[config.mk]
export PLATFORM = sky130hd
export DESIGN_NAME = mmio_uart
export DESIGN_NICKNAME = d
export VERILOG_FILES = /design/src/rtl/mmio_uart_pkg.sv /design/src/rtl/uart_fifo.sv /design/src/rtl/mmio_uart.sv
export SDC_FILE = /design/constraint.sdc
export NUM_CORES = 1
export LEC_CHECK = 0
export CAP_MARGIN = 20
export CELL_PAD_IN_SITES_DETAIL_PLACEMENT = 2
export CELL_PAD_IN_SITES_GLOBAL_PLACEMENT = 2
export CORE_ASPECT_RATIO = 0.6
export CORE_MARGIN = 2
export CORE_UTILIZATION = 25
export DETAILED_ROUTE_END_ITERATION = 6
export GPL_TIMING_DRIVEN = 1
export PLACE_DENSITY_LB_ADDON = 0.1
export SYNTH_ARGS = -nofsm -noshare
export SYNTH_HDL_FRONTEND = slang
export SYNTH_HIERARCHICAL = 1
export SYNTH_SLANG_ARGS = --single-unit
[constraint.sdc]
create_clock -name clk -period 3.3 [get_ports clk]
set_input_delay 0.495 -clock clk [delete_from_list [all_inputs] [get_ports clk]]
set_output_delay 0.495 -clock clk [all_outputs]
set_load 0.05 [all_outputs]
[src/rtl/mmio_uart_pkg.sv]
// Shared definitions for mmio_uart: register offsets, STATUS bit indices,
// TX/RX state encodings and the divisor floor.
package mmio_uart_pkg;

    localparam logic [1:0] REG_TXDATA  = 2'd0;
    localparam logic [1:0] REG_RXDATA  = 2'd1;
    localparam logic [1:0] REG_STATUS  = 2'd2;
    localparam logic [1:0] REG_DIVISOR = 2'd3;

    localparam int ST_TXFULL   = 0;
    localparam int ST_RXVALID  = 1;
    localparam int ST_TXOVF    = 2;
    localparam int ST_RXOVF    = 3;
    localparam int ST_FERR     = 4;
    localparam int ST_IRQEN    = 5;
    localparam int ST_LOOPBACK = 6;

    localparam logic [15:0] MIN_DIVISOR = 16'd4;

    typedef enum logic [1:0] {
        TX_IDLE,
        TX_START,
        TX_DATA,
        TX_STOP
    } tx_state_e;

    typedef enum logic [2:0] {
        RX_IDLE,
        RX_START,
        RX_DATA,
        RX_STOP,
        RX_WAIT_HIGH
    } rx_state_e;

    function automatic logic [15:0] clamp_divisor(input logic [15:0] v);
        return (v < MIN_DIVISOR) ? MIN_DIVISOR : v;
    endfunction

endpackage

[src/rtl/uart_fifo.sv]
// Synchronous FIFO with wrap-around pointers; the extra pointer MSB separates
// full from empty. Push+pop in the same cycle is honoured even when full/empty.
module uart_fifo #(
    parameter int WIDTH = 8,
    parameter int DEPTH = 16
) (
    input  logic             clk,
    input  logic             rst,
    input  logic             push,
    input  logic [WIDTH-1:0] push_data,
    input  logic             pop,
    output logic [WIDTH-1:0] head,
    output logic             full,
    output logic             empty
);
    localparam int AW = $clog2(DEPTH);

    logic [WIDTH-1:0] mem_q [DEPTH];
    logic [AW:0]      wptr_q, wptr_d;
    logic [AW:0]      rptr_q, rptr_d;
    logic             do_push, do_pop;

    assign empty = (wptr_q == rptr_q);
    assign full  = (wptr_q[AW] != rptr_q[AW]) && (wptr_q[AW-1:0] == rptr_q[AW-1:0]);
    assign head  = mem_q[rptr_q[AW-1:0]];

    always_comb begin
        do_push = push && (!full || pop);
        do_pop  = pop && (!empty || push);
        wptr_d  = do_push ? wptr_q + 1'b1 : wptr_q;
        rptr_d  = do_pop  ? rptr_q + 1'b1 : rptr_q;
    end

    always_ff @(posedge clk) begin
        if (rst) begin
            wptr_q <= '0;
            rptr_q <= '0;
        end else begin
            wptr_q <= wptr_d;
            rptr_q <= rptr_d;
        end
    end

    always_ff @(posedge clk) begin
        if (do_push) mem_q[wptr_q[AW-1:0]] <= push_data;
    end

endmodule

[src/rtl/mmio_uart.sv]
// Memory-mapped FIFO-buffered 8N1 UART with registered one-cycle read data.
// Optional UART_LOOPBACK_EN adds STATUS[6] internal TX->RX loopback.
module mmio_uart
    import mmio_uart_pkg::*;
#(
    parameter int CLOCK_RATE = 12_000_000,
    parameter int BAUD_RATE  = 115200,
    parameter int TX_DEPTH   = 16,
    parameter int RX_DEPTH   = 16
) (
    input  logic        clk,
    input  logic        rst,
    input  logic        sel,
    input  logic        wren,
    input  logic [3:0]  wmask,
    input  logic [31:0] wdata,
    input  logic [1:0]  addr,
    output logic [31:0] rdata,
    input  logic        uart_rx,
    output logic        uart_tx,
    output logic        irq
);
    localparam logic [15:0] RESET_DIV = 16'(CLOCK_RATE / BAUD_RATE);

    logic        wr_en, wr_tx, wr_rx, wr_status, wr_div;
    logic [15:0] div_q, div_d;
    logic        irqen_q, irqen_d, txovf_q, txovf_d, rxovf_q, rxovf_d, ferr_q, ferr_d;
    logic        irq_q, irq_d;
    logic [31:0] rdata_q, rdata_d, status_w;
    logic        lb_bit;

    logic        tx_full, tx_empty, tx_pop;
    logic [7:0]  tx_head;
    logic        rx_full, rx_empty, rx_push, rx_ferr_evt, rx_sample_stop, rx_valid;
    logic [7:0]  rx_head;
    logic        rx_line;

    tx_state_e   tx_state_q;
    logic [15:0] tx_cnt_q, tx_div_q;
    logic [7:0]  tx_shift_q;
    logic [2:0]  tx_bit_q;
    logic        tx_q;

    rx_state_e   rx_state_q;
    logic [15:0] rx_cnt_q, rx_div_q;
    logic [7:0]  rx_shift_q;
    logic [2:0]  rx_bit_q;
    logic        rx_s1_q, rx_s2_q, rx_prev_q;

    logic        unused_bits;
    assign unused_bits = ^{wdata[31:16], wmask[3:1]};

    assign wr_en     = sel && wren && wmask[0];
    assign wr_tx     = wr_en && (addr == REG_TXDATA);
    assign wr_rx     = wr_en && (addr == REG_RXDATA);
    assign wr_status = wr_en && (addr == REG_STATUS);
    assign wr_div    = wr_en && (addr == REG_DIVISOR);
    assign rx_valid  = !rx_empty;

    uart_fifo #(.WIDTH(8), .DEPTH(TX_DEPTH)) u_tx_fifo (
        .clk(clk), .rst(rst), .push(wr_tx), .push_data(wdata[7:0]), .pop(tx_pop),
        .head(tx_head), .full(tx_full), .empty(tx_empty)
    );

    uart_fifo #(.WIDTH(8), .DEPTH(RX_DEPTH)) u_rx_fifo (
        .clk(clk), .rst(rst), .push(rx_push), .push_data(rx_shift_q), .pop(wr_rx),
        .head(rx_head), .full(rx_full), .empty(rx_empty)
    );

`ifdef UART_LOOPBACK_EN
    logic loopback_q, loopback_d;
    assign lb_bit  = loopback_q;
    assign rx_line = loopback_q ? tx_q : rx_s2_q;
    assign uart_tx = tx_q | loopback_q;
`else
    assign lb_bit  = 1'b0;
    assign rx_line = rx_s2_q;
    assign uart_tx = tx_q;
`endif

    // TX pops when a frame starts, either from idle or straight out of STOP.
    assign tx_pop = !tx_empty && ((tx_state_q == TX_IDLE) ||
                                  (tx_state_q == TX_STOP && tx_cnt_q == 16'd0));

    always_ff @(posedge clk) begin
        if (rst) begin
            tx_state_q <= TX_IDLE;
            tx_cnt_q   <= '0;
            tx_div_q   <= RESET_DIV;
            tx_shift_q <= '0;
            tx_bit_q   <= '0;
            tx_q       <= 1'b1;
        end else begin
            case (tx_state_q)
                TX_IDLE: begin
                    if (tx_pop) begin
                        tx_state_q <= TX_START;
                        tx_div_q   <= div_q;
                        tx_cnt_q   <= div_q - 16'd1;
                        tx_shift_q <= tx_head;
                        tx_q       <= 1'b0;
                    end
                end
                TX_START: begin
                    if (tx_cnt_q == 16'd0) begin
                        tx_state_q <= TX_DATA;
                        tx_cnt_q   <= tx_div_q - 16'd1;
                        tx_bit_q   <= '0;
                        tx_q       <= tx_shift_q[0];
                    end else begin
                        tx_cnt_q <= tx_cnt_q - 16'd1;
                    end
                end
                TX_DATA: begin
                    if (tx_cnt_q == 16'd0) begin
                        tx_cnt_q <= tx_div_q - 16'd1;
                        if (tx_bit_q == 3'd7) begin
                            tx_state_q <= TX_STOP;
                            tx_q       <= 1'b1;
                        end else begin
                            tx_bit_q   <= tx_bit_q + 3'd1;
                            tx_shift_q <= {1'b0, tx_shift_q[7:1]};
                            tx_q       <= tx_shift_q[1];
                        end
                    end else begin
                        tx_cnt_q <= tx_cnt_q - 16'd1;
                    end
                end
                TX_STOP: begin
                    if (tx_cnt_q == 16'd0) begin
                        if (tx_pop) begin
                            tx_state_q <= TX_START;
                            tx_div_q   <= div_q;
                            tx_cnt_q   <= div_q - 16'd1;
                            tx_shift_q <= tx_head;
                            tx_q       <= 1'b0;
                        end else begin
                            tx_state_q <= TX_IDLE;
                        end
                    end else begin
                        tx_cnt_q <= tx_cnt_q - 16'd1;
                    end
                end
                default: tx_state_q <= TX_IDLE;
            endcase
        end
    end

    assign rx_sample_stop = (rx_state_q == RX_STOP) && (rx_cnt_q == 16'd0);
    assign rx_push        = rx_sample_stop && rx_line;
    assign rx_ferr_evt    = rx_sample_stop && !rx_line;

    always_ff @(posedge clk) begin
        if (rst) begin
            rx_s1_q    <= 1'b1;
            rx_s2_q    <= 1'b1;
            rx_prev_q  <= 1'b1;
            rx_state_q <= RX_IDLE;
            rx_cnt_q   <= '0;
            rx_div_q   <= RESET_DIV;
            rx_shift_q <= '0;
            rx_bit_q   <= '0;
        end else begin
            rx_s1_q   <= uart_rx;
            rx_s2_q   <= rx_s1_q;
            rx_prev_q <= rx_line;
            case (rx_state_q)
                RX_IDLE: begin
                    if (rx_prev_q && !rx_line) begin
                        rx_state_q <= RX_START;
                        rx_div_q   <= div_q;
                        rx_cnt_q   <= (div_q >> 1) - 16'd1;
                    end
                end
                RX_START: begin
                    if (rx_cnt_q == 16'd0) begin
                        if (rx_line) begin
                            rx_state_q <= RX_IDLE;
                        end else begin
                            rx_state_q <= RX_DATA;
                            rx_cnt_q   <= rx_div_q - 16'd1;
                            rx_bit_q   <= '0;
                        end
                    end else begin
                        rx_cnt_q <= rx_cnt_q - 16'd1;
                    end
                end
                RX_DATA: begin
                    if (rx_cnt_q == 16'd0) begin
                        rx_shift_q <= {rx_line, rx_shift_q[7:1]};
                        rx_cnt_q   <= rx_div_q - 16'd1;
                        if (rx_bit_q == 3'd7) rx_state_q <= RX_STOP;
                        else                  rx_bit_q   <= rx_bit_q + 3'd1;
                    end else begin
                        rx_cnt_q <= rx_cnt_q - 16'd1;
                    end
                end
                RX_STOP: begin
                    if (rx_cnt_q == 16'd0) rx_state_q <= rx_line ? RX_IDLE : RX_WAIT_HIGH;
                    else                   rx_cnt_q   <= rx_cnt_q - 16'd1;
                end
                RX_WAIT_HIGH: begin
                    if (rx_line) rx_state_q <= RX_IDLE;
                end
                default: rx_state_q <= RX_IDLE;
            endcase
        end
    end

    assign status_w = {25'b0, lb_bit, irqen_q, ferr_q, rxovf_q, txovf_q, rx_valid, tx_full};

    always_comb begin
        div_d   = div_q;
        irqen_d = irqen_q;
        txovf_d = txovf_q;
        rxovf_d = rxovf_q;
        ferr_d  = ferr_q;
`ifdef UART_LOOPBACK_EN
        loopback_d = loopback_q;
`endif
        if (wr_status) begin
            if (wdata[ST_TXOVF]) txovf_d = 1'b0;
            if (wdata[ST_RXOVF]) rxovf_d = 1'b0;
            if (wdata[ST_FERR])  ferr_d  = 1'b0;
            irqen_d = wdata[ST_IRQEN];
`ifdef UART_LOOPBACK_EN
            loopback_d = wdata[ST_LOOPBACK];
`endif
        end
        if (wr_div) div_d = clamp_divisor(wdata[15:0]);
        // Error events are applied after W1C so a same-cycle event wins.
        if (wr_tx && tx_full && !tx_pop)  txovf_d = 1'b1;
        if (rx_push && rx_full && !wr_rx) rxovf_d = 1'b1;
        if (rx_ferr_evt)                  ferr_d  = 1'b1;

        irq_d = irqen_q && (rx_valid || rxovf_q || ferr_q);

        case (addr)
            REG_RXDATA:  rdata_d = {rx_valid, 23'b0, rx_valid ? rx_head : 8'h00};
            REG_STATUS:  rdata_d = status_w;
            REG_DIVISOR: rdata_d = {16'b0, div_q};
            default:     rdata_d = 32'h0;
        endcase
    end

    always_ff @(posedge clk) begin
        if (rst) begin
            div_q   <= RESET_DIV;
            irqen_q <= 1'b0;
            txovf_q <= 1'b0;
            rxovf_q <= 1'b0;
            ferr_q  <= 1'b0;
            irq_q   <= 1'b0;
            rdata_q <= '0;
`ifdef UART_LOOPBACK_EN
            loopback_q <= 1'b0;
`endif
        end else begin
            div_q   <= div_d;
            irqen_q <= irqen_d;
            txovf_q <= txovf_d;
            rxovf_q <= rxovf_d;
            ferr_q  <= ferr_d;
            irq_q   <= irq_d;
            rdata_q <= rdata_d;
`ifdef UART_LOOPBACK_EN
            loopback_q <= loopback_d;
`endif
        end
    end

    assign rdata = rdata_q;
    assign irq   = irq_q;

endmodule

; ---- Word-level counts from Yosys, hierarchy flattened
; Memories as Yosys holds them, arrays and structs flattened. A register that Yosys moved wholly into a read port is not among the register bits.
; Index checks and enable logic that the tools add are counted.
; Widths: inputs -> output; s select.
[classes]
muxes = 69
n_reduce_logical = 67
magnitude_cmp = 1
eq_ne = 34
n_addsub = 12
[ops]
columns = operator, count
row1 = $mux 16, 11
row2 = $pmux 32 s3, 1
row3 = $sub 16x1->16 const B, 5
row4 = $pmux 16 s4, 1
row5 = $pmux 16 s3, 1
row6 = $mux 3, 14
row7 = $mux 8, 5
row8 = $logic_not 16->1, 2
row9 = $pmux 16 s2, 1
row10 = $ne 2x2->1 const B, 13
row11 = $pmux 8 s3, 1
row12 = $logic_and 1x1->1, 23
row13 = $add 5x1->5 const B, 4
row14 = $mux 1, 19
row15 = $reduce_bool 2->1, 9
row16 = $lt 16x3->1 const B, 1
row17 = $mux 4, 4
row18 = $sub 15x1->16 const B, 1
row19 = $pmux 3 s5, 1
row20 = $mux 2, 6
row21 = $pmux 3 s2, 2
row22 = $reduce_and 2->1, 6
row23 = $reduce_and 4->1, 3
row24 = $eq 5x5->1, 2
row25 = other kinds (22), 47
[word_totals]
ram_bits = 256
word_cells = 210
register_bits = 168
mem_count = 2
input_bits = 43
out_inout_bits = 34
[mem_list]
columns = name, words, word_bits, read_ports, rd_clocked_by_memory_dff, write_ports, line
row1 = u_rx_fifo.mem_q, 16, 8, 1, 1, 1, uart_fifo.sv:18  ; logic [WIDTH-1:0] mem_q [DEPTH];
row2 = u_tx_fifo.mem_q, 16, 8, 1, 1, 1, uart_fifo.sv:18

; ---- Depth between registers and ports, before layout
; Gate-level depths: netlist of the first run.
[depth]
depth_word = 8
mapped_depth = 11
ltp_nobuf = 10

; ---- Cells and area by module
; The synthesis of the first run kept the hierarchy.
[by_module_without_submodules]
columns = mod, cells_each, seq_area_each_um2, n_inst, area_each_um2
row1 = mmio_uart, 925, 2662.6, 1, 7637.3
row2 = uart_fifo (u_tx_fifo), 270, 4124.0, 1, 5774.3
row3 = uart_fifo (u_rx_fifo), 270, 4124.0, 1, 5751.8

; ---- Worst setup path after synthesis of the first run
; Ideal clock, no wire load.
[synth_timing]
kind = register -> register
start = reg rx_cnt_q[9]
end = mem u_rx_fifo.mem_q[3][0], enable pin
setup_ps = 383
period_less_slack_ps = 3033
stages_incl_launch_ff = 10
t_arrival_ps = 2650
t_required_ps = 2917
setup_slack_ps = 267
path_buffers = 2
path_cell_list = dfxtp_1 or3_1 buf_2 or4_4 buf_6 nor2_1 and3_1 nand2_1 a21o_1 nor3_1
[synth_via]
elab_chain_len = 6
[synth_rtl]
columns = item, line
row1 = "start, declared", mmio_uart.sv:45  ; logic [15:0] rx_cnt_q, rx_div_q;
row2 = "start signal, assigned", mmio_uart.sv:172  ; rx_cnt_q <= (div_q >> 1) - 16'd1;
row3 = "start signal, assigned", mmio_uart.sv:181  ; rx_cnt_q <= rx_div_q - 16'd1;
row4 = "start signal, assigned", mmio_uart.sv:185  ; rx_cnt_q <= rx_cnt_q - 16'd1;
row5 = $logic_not 16->1, mmio_uart.sv:149  ; assign rx_sample_stop = (rx_state_q == RX_STOP) && (rx_cnt_q == 16'd0);
row6 = $logic_and 1x1->1, mmio_uart.sv:149
row7 = $logic_and 1x1->1, mmio_uart.sv:150  ; assign rx_push = rx_sample_stop && rx_line;
row8 = named net rx_push, mmio_uart.sv:34  ; logic rx_full, rx_empty, rx_push, rx_ferr_evt, rx_sample_stop, rx_valid;
row9 = $logic_and 1x1->1, uart_fifo.sv:28  ; do_push = push && (!full || pop);
row10 = $mux 1, uart_fifo.sv:45  ; if (do_push) mem_q[wptr_q[AW-1:0]] <= push_data;
row11 = $mux 1 (not written as such), uart_fifo.sv:45
row12 = "end, declared", uart_fifo.sv:18
; The timed path passes the listed nets, and every way through them passes these cells.

; ---- Worst setup path in the final report of the first run
[layout_timing]
start = reg tx_cnt_q[11]
end = mem u_tx_fifo.mem_q[7][7], enable pin
[layout_via]
elab_chain_len = 8
[layout_rtl]
columns = item, line
row1 = "start, declared", mmio_uart.sv:39  ; logic [15:0] tx_cnt_q, tx_div_q;
row2 = "start signal, assigned", mmio_uart.sv:99  ; tx_cnt_q <= div_q - 16'd1;
row3 = "start signal, assigned", mmio_uart.sv:107  ; tx_cnt_q <= tx_div_q - 16'd1;
row4 = "start signal, assigned", mmio_uart.sv:111  ; tx_cnt_q <= tx_cnt_q - 16'd1;
row5 = $logic_not 16->1, mmio_uart.sv:83  ; (tx_state_q == TX_STOP && tx_cnt_q == 16'd0));
row6 = $logic_and 1x1->1, mmio_uart.sv:83
row7 = $logic_or 1x1->1, mmio_uart.sv:82  ; assign tx_pop = !tx_empty && ((tx_state_q == TX_IDLE) ||
row8 = $logic_and 1x1->1, mmio_uart.sv:82
row9 = named net tx_pop, mmio_uart.sv:32  ; logic tx_full, tx_empty, tx_pop;
row10 = $logic_or 1x1->1, uart_fifo.sv:28
row11 = $logic_and 1x1->1, uart_fifo.sv:28
row12 = $mux 1, uart_fifo.sv:45
row13 = $mux 1 (not written as such), uart_fifo.sv:45
row14 = "end, declared", uart_fifo.sv:18
; The timed path passes the listed nets, and every way through them passes these cells.

==> key figures, run 1 <==
Finish
  – P&R area growth vs syn: 19.5%
  – Layout Cells excl Fill: 2,615
  – Commonest non-fill, non-tap cell in the layout: edfxtp_1
  – Layout cells sized above 1: 15.0%
  – Most frequent cells in the layout: edfxtp_1, dfxtp_1, nor2_1
  – NumNets Final: 1,643

STA
  – TNS Setup: 0 ns
  – Worst slew pin tran: just under 1 ns
  – Tmin final: between 3 and 4 ns
  – Final worst slack: roughly 0.21 ns
  – Part of the cycle the worst path needs: between 90% and 100%
  – Max-slew violations: 0
  – Headroom to the max-slew limit: approximately a third
  – RSZ-0062 raised after global routing: no
  – Final setup violating endpoints: 0
  – Final Hold Viols: 0
  – Clock Skew: approximately 0.040 ns
  – Fmax: about 0.32 GHz

Logic synthesis
  – Mapped cell area: ~0.019 mm2
  – Synth Instances: between 1,000 and 1,500
  – Count of cell types in the netlist: 87
  – Yosys top cell by area: edfxtp_1
  – Post-synthesis sequential area ratio: a little under three fifths
  – Synth Flop Type: edfxtp_1
  – Synth top area cells: edfxtp_1, dfxtp_1, mux4_1
  – Top-area cell type share of the netlist area: 40.1%
  – Syn Area/Cell: around 13 um2
  – Synthesis Warnings: 6
  – Register bit total from synthesis: roughly 420
  – Post-synth EDFFs: 256
  – Synth async-reset ratio: 0%

Clock network
  – # Post-CTS Setup Buffers: 0
  – Clock Path Buffers: 3
  – Resize count post-CTS: 0
  – Root Driver: clkbuf_16
  – TritonCTS clock tree: yes
  – CTS Hold Bufs: 0
  – CTS sink cnt: ~420
  – H-tree Lvls: 2
  – Clock slew at reported path FFs: approximately 0.06 ns
  – Worst skew pair latency: between 0.6 and 0.7 ns
  – Cts bufs inserted: between 40 and 50

Global routing
  – Overall global routing resource usage: 15.9%
  – M3 GR Usage: around 2.5%
  – GRT Max-Usage Layer: met1
  – Met2 Resource Use GR: 21.2%
  – GR Util met1: 26.2%
  – Vias in the first global route: approximately 13,000
  – Initial antenna violation count: 11
  – Largest net degree at the start of global routing: a little under 60
  – Total gr overflow: 0
  – First-pass GRT wire length: 92.3 mm

Floorplanning
  – Initial core utilization: 25.3%
  – Die H: roughly 220 um
  – Die area: about 0.079 mm2
  – Core area: approximately 0.076 mm2
  – Die X: between 300 and 400 um
  – FP Rows: between 70 and 80
  – Ports: 77

Power
  – Logic pwr share: around 22%
  – P_int: 9750 uW
  – Flop pwr share: 40.6%
  – Power density over the cells: slightly above 600 mW/mm2
  – Final Total Pwr: around 14,000 uW
  – Clock power frac: 37.5%
  – IR drop worst, VDD: 0.307 mV
  – Switch Pwr: between 4000 and 5000 uW
  – Sw Ratio: approximately 31%
  – Leakage power: around 0.0079 uW

Critical path
  – Largest delay share family, worst path: simple AND/OR/NAND/NOR gates
  – CP peak stage delay: around 0.7 ns
  – Worst Setup Path Type: flip-flop to flip-flop
  – CP Cell Sequence: or4_1 > nor2_1 > a31oi_2 > buf_4 > inv_2 > nor2_1 > buf_4 > a21o_1 > nor2b_1
  – CP max-delay cell: nor2b_1
  – Startpoint Class: flip-flop
  – Critical path endpoint category: flip-flop
  – Max FO, Critical Path: 8
  – CP Data Arrival Time: between 3 and 4 ns
  – R2r endpoint: u_tx_fifo/mem_q[7][7]
  – R2R Setup Slk: roughly 0.21 ns
  – CP Data Required Time: around 3.5 ns
  – Worst r2r src: tx_cnt_q[11]
  – Worst reg-to-reg path cell count: 9
  – Worst path bufs/invs: 3

Route
  – DR pass1 iterations: 4
  – WL/cell: ~24 um
  – Initial DRC count: between 600 and 700
  – Vias: 12,500
  – WL final: slightly above 60 mm
  – Via/cell ratio: approximately 4.8
  – Post-route ant nets: 0
  – # DRC: 0

Placed design
  – Hpwl dp: 44.8 mm
  – Pre-CTS WS: approximately 0.074 ns
  – Dpl cells: between 2,000 and 3,000
  – Placer Congestion: between 0.7 and 0.8
  – I/O Buffers: 42

Flow run
  – Max Cap Viol: 0

Hold path
  – Hold WC Path Type: input pin to flip-flop
  – Hold Path End: u_rx_fifo/wptr_q[1]
  – Hold Path Depth: 2
  – Min-delay src: rst

Status
  – Status: finished clean
==> logic make-up after synthesis <==
| family | after synthesis | share of synthesized area (%) |
|---|---|---|
| flip-flops | 417 | 56.9 |
| AO/OA/AOI/OAI | 205 | 7.55 |
| other | 1 | 0.0196 |
| AND/OR/NAND/NOR | 453 | 12.1 |
| adder cells (fa/ha/maj) | 27 | 1.76 |
| buffers and inverters | 124 | 3.32 |
| multiplexers | 148 | 14.2 |
| XOR/XNOR | 90 | 4.11 |
==> metal layers <==
| metal | share of wire, % | up-vias |
|---|---|---|
| li1 | - | 5772 |
| met1 | 57 | 6549 |
| met2 | 38 | 169 |
| met3 | 3.4 | 58 |
| met4 | 1.4 | 0 |
| met5 | 0 | - |
==> per-stage QoR <==
stage          util, %  hold slack (ns)  area, um2
2_1_floorplan        -            0.389      19200
5_1_grt           30.2            0.299      22900
3_5_place_dp      28.2            0.399      21400
3_3_place_gp      28.2            0.403      21400
6_report          30.2            0.300      22900
4_1_cts           30.2            0.268      22900
==> power by group through the flow <==
stage | clock network [uW] | logic (uW) | registers [uW]
after detailed placement | 0 | 3070 | 5870
after global routing | 5730 | 3390 | 5780
after CTS | 5540 | 3090 | 5750
final | 5320 | 3090 | 5760
after floorplan | 0 | 1930 | 5850
after global placement | 0 | 3050 | 5860
==> synth_stat cells, types with 10 or more instances <==
library cell,count
a21oi_1,48
a22o_1,15
a22oi_1,16
a31oi_1,10
and2_1,20
and3_1,30
buf_2,12
buf_4,16
clkbuf_1,52
dfxtp_1,161
edfxtp_1,256
ha_1,27
inv_1,22
mux2i_1,60
mux4_1,60
mux4_2,20
nand2_1,74
nand2b_1,11
nand3_1,23
nand4_1,12
nor2_1,155
nor2b_1,15
nor3_1,30
nor3b_1,12
nor4_1,21
o21ai_0,39
o22ai_1,13
xnor2_1,43
xor2_1,47
==> area by class of cell <==
type	instances	area, um2
sequential	417	10900
timing repair buffer	147	1410
tap	1000	1250
antenna	5	12.5
fill	7962	52800
inverter	24	90.1
multi-input combinational	938	7700
clock inverter	29	318
clock buffer	55	1200
==> worst max-delay path by stage <==
| stage | cells past startpoint | from | end |
|---|---|---|---|
| after detailed placement | 9 | rx_cnt_q[14] | u_rx_fifo/mem_q[3][7] |
| after CTS | 9 | rx_cnt_q[14] | u_rx_fifo/mem_q[3][4] |
| final | 9 | tx_cnt_q[11] | u_tx_fifo/mem_q[7][7] |
| after global placement | 9 | rx_cnt_q[14] | u_rx_fifo/mem_q[3][7] |
| after floorplan | 9 | rx_cnt_q[9] | u_rx_fifo/mem_q[3][0] |
| after global routing | 9 | tx_cnt_q[4] | u_tx_fifo/mem_q[7][4] |
==> sequential cells by signal, indices dropped and copies added (netlist names), 2 cells and up, named ones only <==
| name | flops |
|---|---|
| u_rx_fifo/mem_q | 128 |
| u_tx_fifo/mem_q | 128 |
| rdata | 17 |
| div_q | 16 |
| rx_cnt_q | 16 |
| rx_div_q | 16 |
| tx_cnt_q | 16 |
| tx_div_q | 16 |
| rx_shift_q | 8 |
| tx_shift_q | 8 |
| u_rx_fifo/rptr_q | 5 |
| u_rx_fifo/wptr_q | 5 |
| u_tx_fifo/rptr_q | 5 |
| u_tx_fifo/wptr_q | 5 |
| rx_bit_q | 3 |
| rx_state_q | 3 |
| tx_bit_q | 3 |
| tx_state_q | 2 |
==> worst register-to-register path, cell delays in order (launching register included) <==
cell	delay, ns
dfxtp_1	0.31
or4_1	0.58
nor2_1	0.34
a31oi_2	0.14
buf_4	0.18
inv_2	0.06
nor2_1	0.04
buf_4	0.15
a21o_1	0.24
nor2b_1	0.70
(Power assumes the default switching activity.)
==> run 2: changes to the inputs <==
--- a/config.mk
+++ b/config.mk
@@ -5,7 +5,7 @@
 export SDC_FILE = /design/constraint.sdc
 export NUM_CORES = 1
 export LEC_CHECK = 0
-export CAP_MARGIN = 20
+export CAP_MARGIN = 5
 export CELL_PAD_IN_SITES_DETAIL_PLACEMENT = 2
 export CELL_PAD_IN_SITES_GLOBAL_PLACEMENT = 2
 export CORE_ASPECT_RATIO = 0.6
@@ -14,6 +14,7 @@
 export DETAILED_ROUTE_END_ITERATION = 6
 export GPL_TIMING_DRIVEN = 1
 export PLACE_DENSITY_LB_ADDON = 0.1
+export SKIP_CTS_REPAIR_TIMING = 1
 export SYNTH_ARGS = -nofsm -noshare
 export SYNTH_HDL_FRONTEND = slang
 export SYNTH_HIERARCHICAL = 1
==> results of run 2 <==
Same layout as run 1: the final DEF is identical, and so are final timing and power.
